### config.mk
export PLATFORM = sky130hd
export DESIGN_NAME = pulse_valid_source
export DESIGN_NICKNAME = d
export VERILOG_FILES = /design/src/rtl/axi_ic_pkg.sv /design/src/rtl/pvs_fifo_ctrl.sv /design/src/rtl/pulse_valid_source.sv
export SDC_FILE = /design/constraint.sdc
export NUM_CORES = 1
export LEC_CHECK = 0
export ABC_AREA = 0
export CORE_MARGIN = 5
export CORE_UTILIZATION = 38
export DETAILED_ROUTE_END_ITERATION = 10
export RECOVER_POWER = 100
export SYNTH_ARGS = -nofsm -noshare
export SYNTH_HDL_FRONTEND = slang
export SYNTH_HIERARCHICAL = 1
export SYNTH_SLANG_ARGS = --single-unit
### constraint.sdc
create_clock -name ACLK -period 2 [get_ports ACLK]
set_input_delay 0.4 -clock ACLK [delete_from_list [all_inputs] [get_ports ACLK]]
set_output_delay 0.4 -clock ACLK [all_outputs]
set_load 0.03 [all_outputs]
### src/rtl/axi_ic_pkg.sv
// Shared constants and width helpers for the interconnect control-path blocks.
package axi_ic_pkg;

    localparam int unsigned DefDataW = 8;
    localparam int unsigned DefDepth = 4;

    // Pointer width for a FIFO of the given depth; kept at least 1 bit wide.
    function automatic int unsigned ptr_w(input int unsigned depth);
        return (depth < 2) ? 1 : $clog2(depth);
    endfunction

    // Occupancy counter width: one extra bit so the full count DEPTH is representable.
    function automatic int unsigned cnt_w(input int unsigned depth);
        return ptr_w(depth) + 1;
    endfunction

endpackage

### src/rtl/pvs_fifo_ctrl.sv
// FIFO bookkeeping for pulse_valid_source: pointers, occupancy, push/pop
// decisions and the sticky overflow flag. Storage lives in the parent.
module pvs_fifo_ctrl
    import axi_ic_pkg::*;
#(
    parameter int unsigned DEPTH = DefDepth,
    parameter int unsigned PtrW  = ptr_w(DEPTH),
    parameter int unsigned CntW  = cnt_w(DEPTH)
) (
    input  logic            clk_i,
    input  logic            rst_ni,
    input  logic            pulse_i,
    input  logic            ready_i,
    input  logic            clear_ovf_i,
    output logic            valid_o,
    output logic            push_o,
    output logic [PtrW-1:0] wr_ptr_o,
    output logic [PtrW-1:0] rd_ptr_o,
    output logic [CntW-1:0] pending_o,
    output logic            overflow_o
);

    localparam logic [CntW-1:0] FullCnt = CntW'(DEPTH);

    logic [PtrW-1:0] wr_ptr_d, wr_ptr_q;
    logic [PtrW-1:0] rd_ptr_d, rd_ptr_q;
    logic [CntW-1:0] count_d, count_q;
    logic            ovf_d, ovf_q;
    logic            valid_d, valid_q;
    logic            pop, push, drop, full;

    // Handshake decisions and next-state for pointers, count, valid and overflow.
    always_comb begin
        full = (count_q == FullCnt);
        pop  = valid_q & ready_i;
        // A pop on the same edge frees a slot, so a full FIFO can still accept.
        push = pulse_i & (~full | pop);
        drop = pulse_i & full & ~pop;

        wr_ptr_d = push ? wr_ptr_q + PtrW'(1) : wr_ptr_q;
        rd_ptr_d = pop  ? rd_ptr_q + PtrW'(1) : rd_ptr_q;

        count_d = count_q;
        if (push && !pop) begin
            count_d = count_q + CntW'(1);
        end else if (pop && !push) begin
            count_d = count_q - CntW'(1);
        end

        // Valid is registered from the next count so READY/Pulse_In never reach VALID combinationally.
        valid_d = (count_d != '0);

        // A drop on the same edge as a clear keeps the flag set.
        ovf_d = ovf_q;
        if (drop) begin
            ovf_d = 1'b1;
        end else if (clear_ovf_i) begin
            ovf_d = 1'b0;
        end
    end

    // Control state registers with asynchronous reset.
    always_ff @(posedge clk_i or negedge rst_ni) begin
        if (!rst_ni) begin
            wr_ptr_q <= '0;
            rd_ptr_q <= '0;
            count_q  <= '0;
            ovf_q    <= 1'b0;
            valid_q  <= 1'b0;
        end else begin
            wr_ptr_q <= wr_ptr_d;
            rd_ptr_q <= rd_ptr_d;
            count_q  <= count_d;
            ovf_q    <= ovf_d;
            valid_q  <= valid_d;
        end
    end

    assign valid_o    = valid_q;
    assign push_o     = push;
    assign wr_ptr_o   = wr_ptr_q;
    assign rd_ptr_o   = rd_ptr_q;
    assign pending_o  = count_q;
    assign overflow_o = ovf_q;

endmodule

### src/rtl/pulse_valid_source.sv
// Turns single-cycle payload pulses into a VALID/READY source, buffering
// bursts in a small FIFO while the sink stalls.
module pulse_valid_source
    import axi_ic_pkg::*;
#(
    parameter int unsigned DATA_W = DefDataW,
    parameter int unsigned DEPTH  = DefDepth
) (
    input  logic                     ACLK,
    input  logic                     ARESETN,
    input  logic                     Pulse_In,
    input  logic [DATA_W-1:0]        Pulse_Data,
    output logic                     VALID,
    output logic [DATA_W-1:0]        DATA,
    input  logic                     READY,
    output logic [$clog2(DEPTH):0]   Pending,
    output logic                     Overflow,
    input  logic                     Clear_Ovf
);

    localparam int unsigned PtrW = ptr_w(DEPTH);
    localparam int unsigned CntW = $clog2(DEPTH) + 1;

    logic              push;
    logic [PtrW-1:0]   wr_ptr;
    logic [PtrW-1:0]   rd_ptr;
    logic [DATA_W-1:0] mem_q [DEPTH];

    pvs_fifo_ctrl #(
        .DEPTH (DEPTH),
        .PtrW  (PtrW),
        .CntW  (CntW)
    ) u_ctrl (
        .clk_i       (ACLK),
        .rst_ni      (ARESETN),
        .pulse_i     (Pulse_In),
        .ready_i     (READY),
        .clear_ovf_i (Clear_Ovf),
        .valid_o     (VALID),
        .push_o      (push),
        .wr_ptr_o    (wr_ptr),
        .rd_ptr_o    (rd_ptr),
        .pending_o   (Pending),
        .overflow_o  (Overflow)
    );

    // Payload storage; deliberately not reset, contents only observed while VALID.
    always_ff @(posedge ACLK) begin
        if (push) begin
            mem_q[wr_ptr] <= Pulse_Data;
        end
    end

    // Head entry is driven straight from storage, which only changes on an edge.
    assign DATA = mem_q[rd_ptr];

endmodule

======== Word level (Yosys, flattened, before mapping) ========
Memory sizes are Yosys's and may differ from the RTL's.
Cells that the tools add are included.
word-level totals
  bits in registers ....................... 9
  latch bits .............................. 0
  bits in writable memories ............... 32
  ROM bits ................................ 0
  bits of input ports ..................... 13
  memories ................................ 1
operators by class
  add/sub/neg operators ................... 4
  multiply operators ...................... 0
  div/mod/pow operators ................... 0
  $lt $le $gt $ge ......................... 0
  eq/ne operators ......................... 1
  shifts and indexed selects .............. 0
  muxes and demuxes ....................... 6
  bitwise logic cells ..................... 7
  reduce and logical (&&, ||, !) cells .... 6
memories
  name   depth  bits a word  read ports  clocked after memory_dff  write ports  line                      text
  mem_q  4      8            1           0                         1            pulse_valid_source.sv:27  logic [DATA_W-1:0] mem_q [DEPTH];
operators with widths
  cell                                               number
  2-to-1 mux 3 bit                                   2
  adder 2 x 1 -> 2 bit (second input constant)       2
  AND 1 bit                                          4
  2-to-1 mux 1 bit                                   4
  adder 3 x 1 -> 3 bit (second input constant)       1
  equality test 3 bit (second input constant)        1
  nonzero test 3 bit                                 1
  subtractor 3 x 1 -> 3 bit (second input constant)  1
  logical AND 1 bit                                  2
  logical NOT 1 bit                                  2
  inverter 1 bit                                     2
  nonzero test 2 bit                                 1
  OR 1 bit                                           1

======== Logic depth before layout (Yosys ltp) ========
  depth in word-level cells ............... 9
  depth in mapped cells ................... 6
  depth with buffers taken out ............ 6

======== Modules after synthesis ========
Netlist, hierarchy kept.
modules (own cells, without submodules)
  module              instances  cells each  area each (um2)  seq. area each (um2)
  pulse_valid_source  1          46          1188.6           960.9
  pvs_fifo_ctrl       1          50          513.0            225.2

======== Worst setup path before layout ========
OpenSTA, ideal clock, no wires.
  path kind ............................... register to register
  from .................................... reg u_ctrl.count_q[0], in the netlist u_ctrl/pending_o[0]
  to ...................................... mem mem_q[0][0] (netlist name) (enable)
  library setup time ...................... 385 ps
  arrival time ............................ 1964 ps
  required time ........................... 1615 ps
  slack ................................... -349 ps
  stages on the path, launching flop included .. 5
  buffers on the path ..................... 0
  cells stage by stage .................... dfrtp_1 > inv_1 > ha_1 > a31oi_2 > nor3b_1
on the way
  cells in the longest elaborated chain, start to end .. 6
ends and longest elaborated chain
  item                                    line                      text
  start, declared                         pvs_fifo_ctrl.sv:27       logic [CntW-1:0] count_d, count_q;
  start signal, assigned                  pvs_fifo_ctrl.sv:73       count_q <= count_d;
  equality test 3 bit                     pvs_fifo_ctrl.sv:34       full = (count_q == FullCnt);
  inverter 1 bit                          pvs_fifo_ctrl.sv:37       push = pulse_i & (~full | pop);
  OR 1 bit                                pvs_fifo_ctrl.sv:37
  AND 1 bit                               pvs_fifo_ctrl.sv:37
  net push                                pulse_valid_source.sv:24  logic push;
  2-to-1 mux 1 bit                        pulse_valid_source.sv:49  if (push) begin
  2-to-1 mux 1 bit (not written as such)  pulse_valid_source.sv:50  mem_q[wr_ptr] <= Pulse_Data;
  end, declared                           pulse_valid_source.sv:27
The timed path passes the listed nets, and every way through them passes these cells.

======== Worst setup path in the final report ========
  from .................................... reg u_ctrl.rd_ptr_q[0], in the netlist u_ctrl/rd_ptr_o[0]
  to ...................................... out DATA[4]
on the way
  cells in the longest elaborated chain, start to end .. 1
ends and longest elaborated chain
  item                     line                      text
  start, declared          pvs_fifo_ctrl.sv:26       logic [PtrW-1:0] rd_ptr_d, rd_ptr_q;
  start signal, assigned   pvs_fifo_ctrl.sv:72       rd_ptr_q <= rd_ptr_d;
  memory read (4 x 8 bit)  -
  end, declared            pulse_valid_source.sv:14  output logic [DATA_W-1:0] DATA,
Every way passes these cells.

==> impl_metrics.ini <==
[power_and_ir_drop]
power_density_nw_per_um2 = 1574
internal_power_uw = 2260
sequentialPowerShare_pct = 37.6
net-switching-power_uw = 1178
switching_share_pct = 34.26
comb_power_share_pct = 40.0
power_frac_clock_pct = 22.4
peakVddDrop_uv = 576.2
p_leak_uw = 0.0008245

[place]
post-place-ws_ns = -0.04475
place_congestion = 0.7938
io_buffers = 25
dp_hpwl_um = 2129

[timing]
fin_crit_sh_pct = 96.36
slew_headroom_pct = 71.89
slew_violations = 0
fin_skew_ns = 0.009851
rsz0062_at_grt = no
holdWs_ns = 0.4690
setup_ws_ns = 0.07287
fmax_mhz = 518.9
fin_crit_ns = 1.927
worst_slew_pin_slew_ns = 0.4217
hold_viol = 0
final-setup-viol-count = 0

[critical_path]
reg2reg_to = mem_q[2][3]
worstPathCellList = buf_12 > mux4_2 > clkbuf_2
critPathLaunchType = register
worst-setup-path-type = register to primary output
end_kind = primary output
critical_path_arrival_ns = 1.53
cp_max_fo = 8
timing.rr.start = u_ctrl/pending_o[0]
path_buf_inv = 2
rr_worst_depth = 5
crit_slowest_cell = mux4_2
crit_family = multiplexers
critPathMaxStageDelay_ns = 0.49
required_ns = 1.60
reg2reg_slack_ns = 0.23

[cts]
cts_buffer_depth = 2
cts.sinks = 41
ctsHoldBuffers = 0
clk_pin_slew_worst_paths_ns = 0.08
clock_latency_ns = 0.29
root_buffer = clkbuf_8
cts_tree = yes
cts_made_buffers = 5
h-tree-depth = 2

[global_route]
grt_pass1_vias = 996
antenna_found_initial = 0
grt_max_degree = 14
grtUsageTotal_pct = 10.80
grt_remaining_overflow = 0
grt_pass1_wl_um = 4892

[run_status]
status = finished, final reports clean

[final_layout]
nFillCells = 379
fin_nets = 156
final_common_cell = edfxtp_1
area_growth_pct = 28.38
antennaDiodeCount = 0
drive_above_1_share_pct = 26.95
final_cell_mix = edfxtp_1 (32), dlygate4sd3_1 (13), clkbuf_2 (9), dfrtp_1 (9), mux4_2 (8)

[worst_hold_path]
hp-class = primary input to asynchronous set/reset pin

[route]
ant_nets = 0
drt_iter0_drc = 18
wl_um = 2922
drt-wirelength-per-cell_um = 15.14
drc = 0
post_drt_via_cell_ratio = 4.974
drt_first_pass_iters = 4
vias = 960

[floorplan]
ios = 26
rows = 24
fp.dieH_um = 76.92
core-area_um2 = 4354
dieArea_um2 = 5916
initial_core_util_pct = 39.08
die_w_um = 76.92

[synthesis]
synth_area_um2 = 1702
synth_cell_type_count = 30
syn_nets = 112
syn_inst = 96
synth_top_area_share_pct = 56.47
yosysTopAreaCell = edfxtp_1
synth_area_leaders = edfxtp_1 (56%), dfrtp_1 (13%), mux4_2 (11%)
synth_seq_cells = 41
yosys_warnings = 6
ys_seq_area_share_pct = 69.71
synth.avg_cell_area_um2 = 17.73

[job]
maxCapViolCount = 0
-- registers in the layout, indices dropped and copies added, names as in the netlist --
signal             cells
u_ctrl/valid_o         1
u_ctrl/rd_ptr_o        2
mem_q                 32
u_ctrl/overflow_o      1
u_ctrl/pending_o       3
u_ctrl/wr_ptr_o        2
-- stage by stage --
stage,area [um^2],utilization (%),setup TNS (ns),cells,power [uW]
6_report,2185,50.17,0,193,3438
3_3_place_gp,2143,49.22,-0.1446,184,2869
4_1_cts,2237,51.38,0,192,3560
3_5_place_dp,2143,49.22,-0.3401,184,2895
2_1_floorplan,1713,-,0,96,2251
5_1_grt,2185,50.17,0,193,3626
-- synthesized netlist by cell type --
library cell,n
o2bb2ai_1,1
nand2_1,4
nand4_1,1
clkbuf_2,1
xor2_1,1
buf_6,2
nor3_1,2
dfrtp_1,9
nand2_2,1
a22oi_2,1
a311oi_1,1
edfxtp_1,32
nor3b_1,1
xnor2_1,4
nor4b_2,1
inv_2,1
and2_4,1
and3b_1,2
nor2_1,3
nand4b_1,1
a211o_1,2
o21ai_1,1
ha_1,3
mux4_2,8
inv_1,5
o21ai_0,2
a21oi_1,2
a31oi_2,1
and3_1,1
a31oi_1,1
-- power groups by stage --
stage               Sequential, uW  Combinational, uW  Clock [uW]
floorplan                     1380                870           0
global placement              1320               1550           0
detailed placement            1330               1570           0
CTS                           1310               1460         785
global route                  1320               1490         819
finish                        1290               1380         771
-- routing by layer --
| layer | global-route usage, % | routed length [um] | vias to the layer above |
|---|---|---|---|
| met5 | 0 | 0 | - |
| met3 | 4.684 | 170 | 5 |
| met1 | 13.55 | 1273 | 473 |
| met2 | 16.64 | 1434 | 22 |
| met4 | 3.671 | 44 | 0 |
| li1 | - | - | 460 |
-- layout make-up --
type,count,area [um^2],area share (%)
clock buffer,5,68.82,3.150
clock inverter,3,65.06,2.978
inverter,6,22.52,1.031
multi-input combinational,46,447.9,20.50
sequential,41,1186,54.30
tap,52,65.06,2.978
timing repair buffer,40,329.1,15.06
-- worst register-to-register path: cells and delay by family (launching register included) --
kind,cells,cell delay [ns]
flops,1,0.35
simple gates,1,0.25
buf+inv,2,0.29
fa+ha+maj,1,0.24
compound gates,1,0.35
-- how the worst max path moves through the flow --
stage | depth (start not counted) | start | slack [ns] | end
final | 3 | u_ctrl/rd_ptr_o[0] | 0.07 | DATA[4]
after global routing | 3 | u_ctrl/rd_ptr_o[0] | 0.009 | DATA[7]
after CTS | 3 | u_ctrl/rd_ptr_o[0] | 0.06 | DATA[7]
after detailed placement | 3 | u_ctrl/rd_ptr_o[0] | -0.04 | DATA[5]
after global placement | 3 | u_ctrl/rd_ptr_o[0] | -0.03 | DATA[0]
after floorplan | 4 | u_ctrl/pending_o[0] | 0.02 | mem_q[0][0]
-- cells by family (layout without fill, tap and decap cells) --
kind of cell             after synthesis  after routing  synth area share, %
AO/OA/AOI/OAI                         12             12                5.368
XOR/XNOR                               5              5                2.573
adder cells (fa/ha/maj)                3              3                2.206
buffers and inverters                  9             54                2.941
flip-flops                            41             41                69.71
multiplexers                           8              8                10.59
AND/OR/NAND/NOR                       18             18                6.618
-- what timing repair did --
action	CTS	global route
setup buffers	0	1
gates resized for setup	40	0
pin swaps	0	0
setup endpoints to repair	8	1
(Power assumes the default switching activity.)
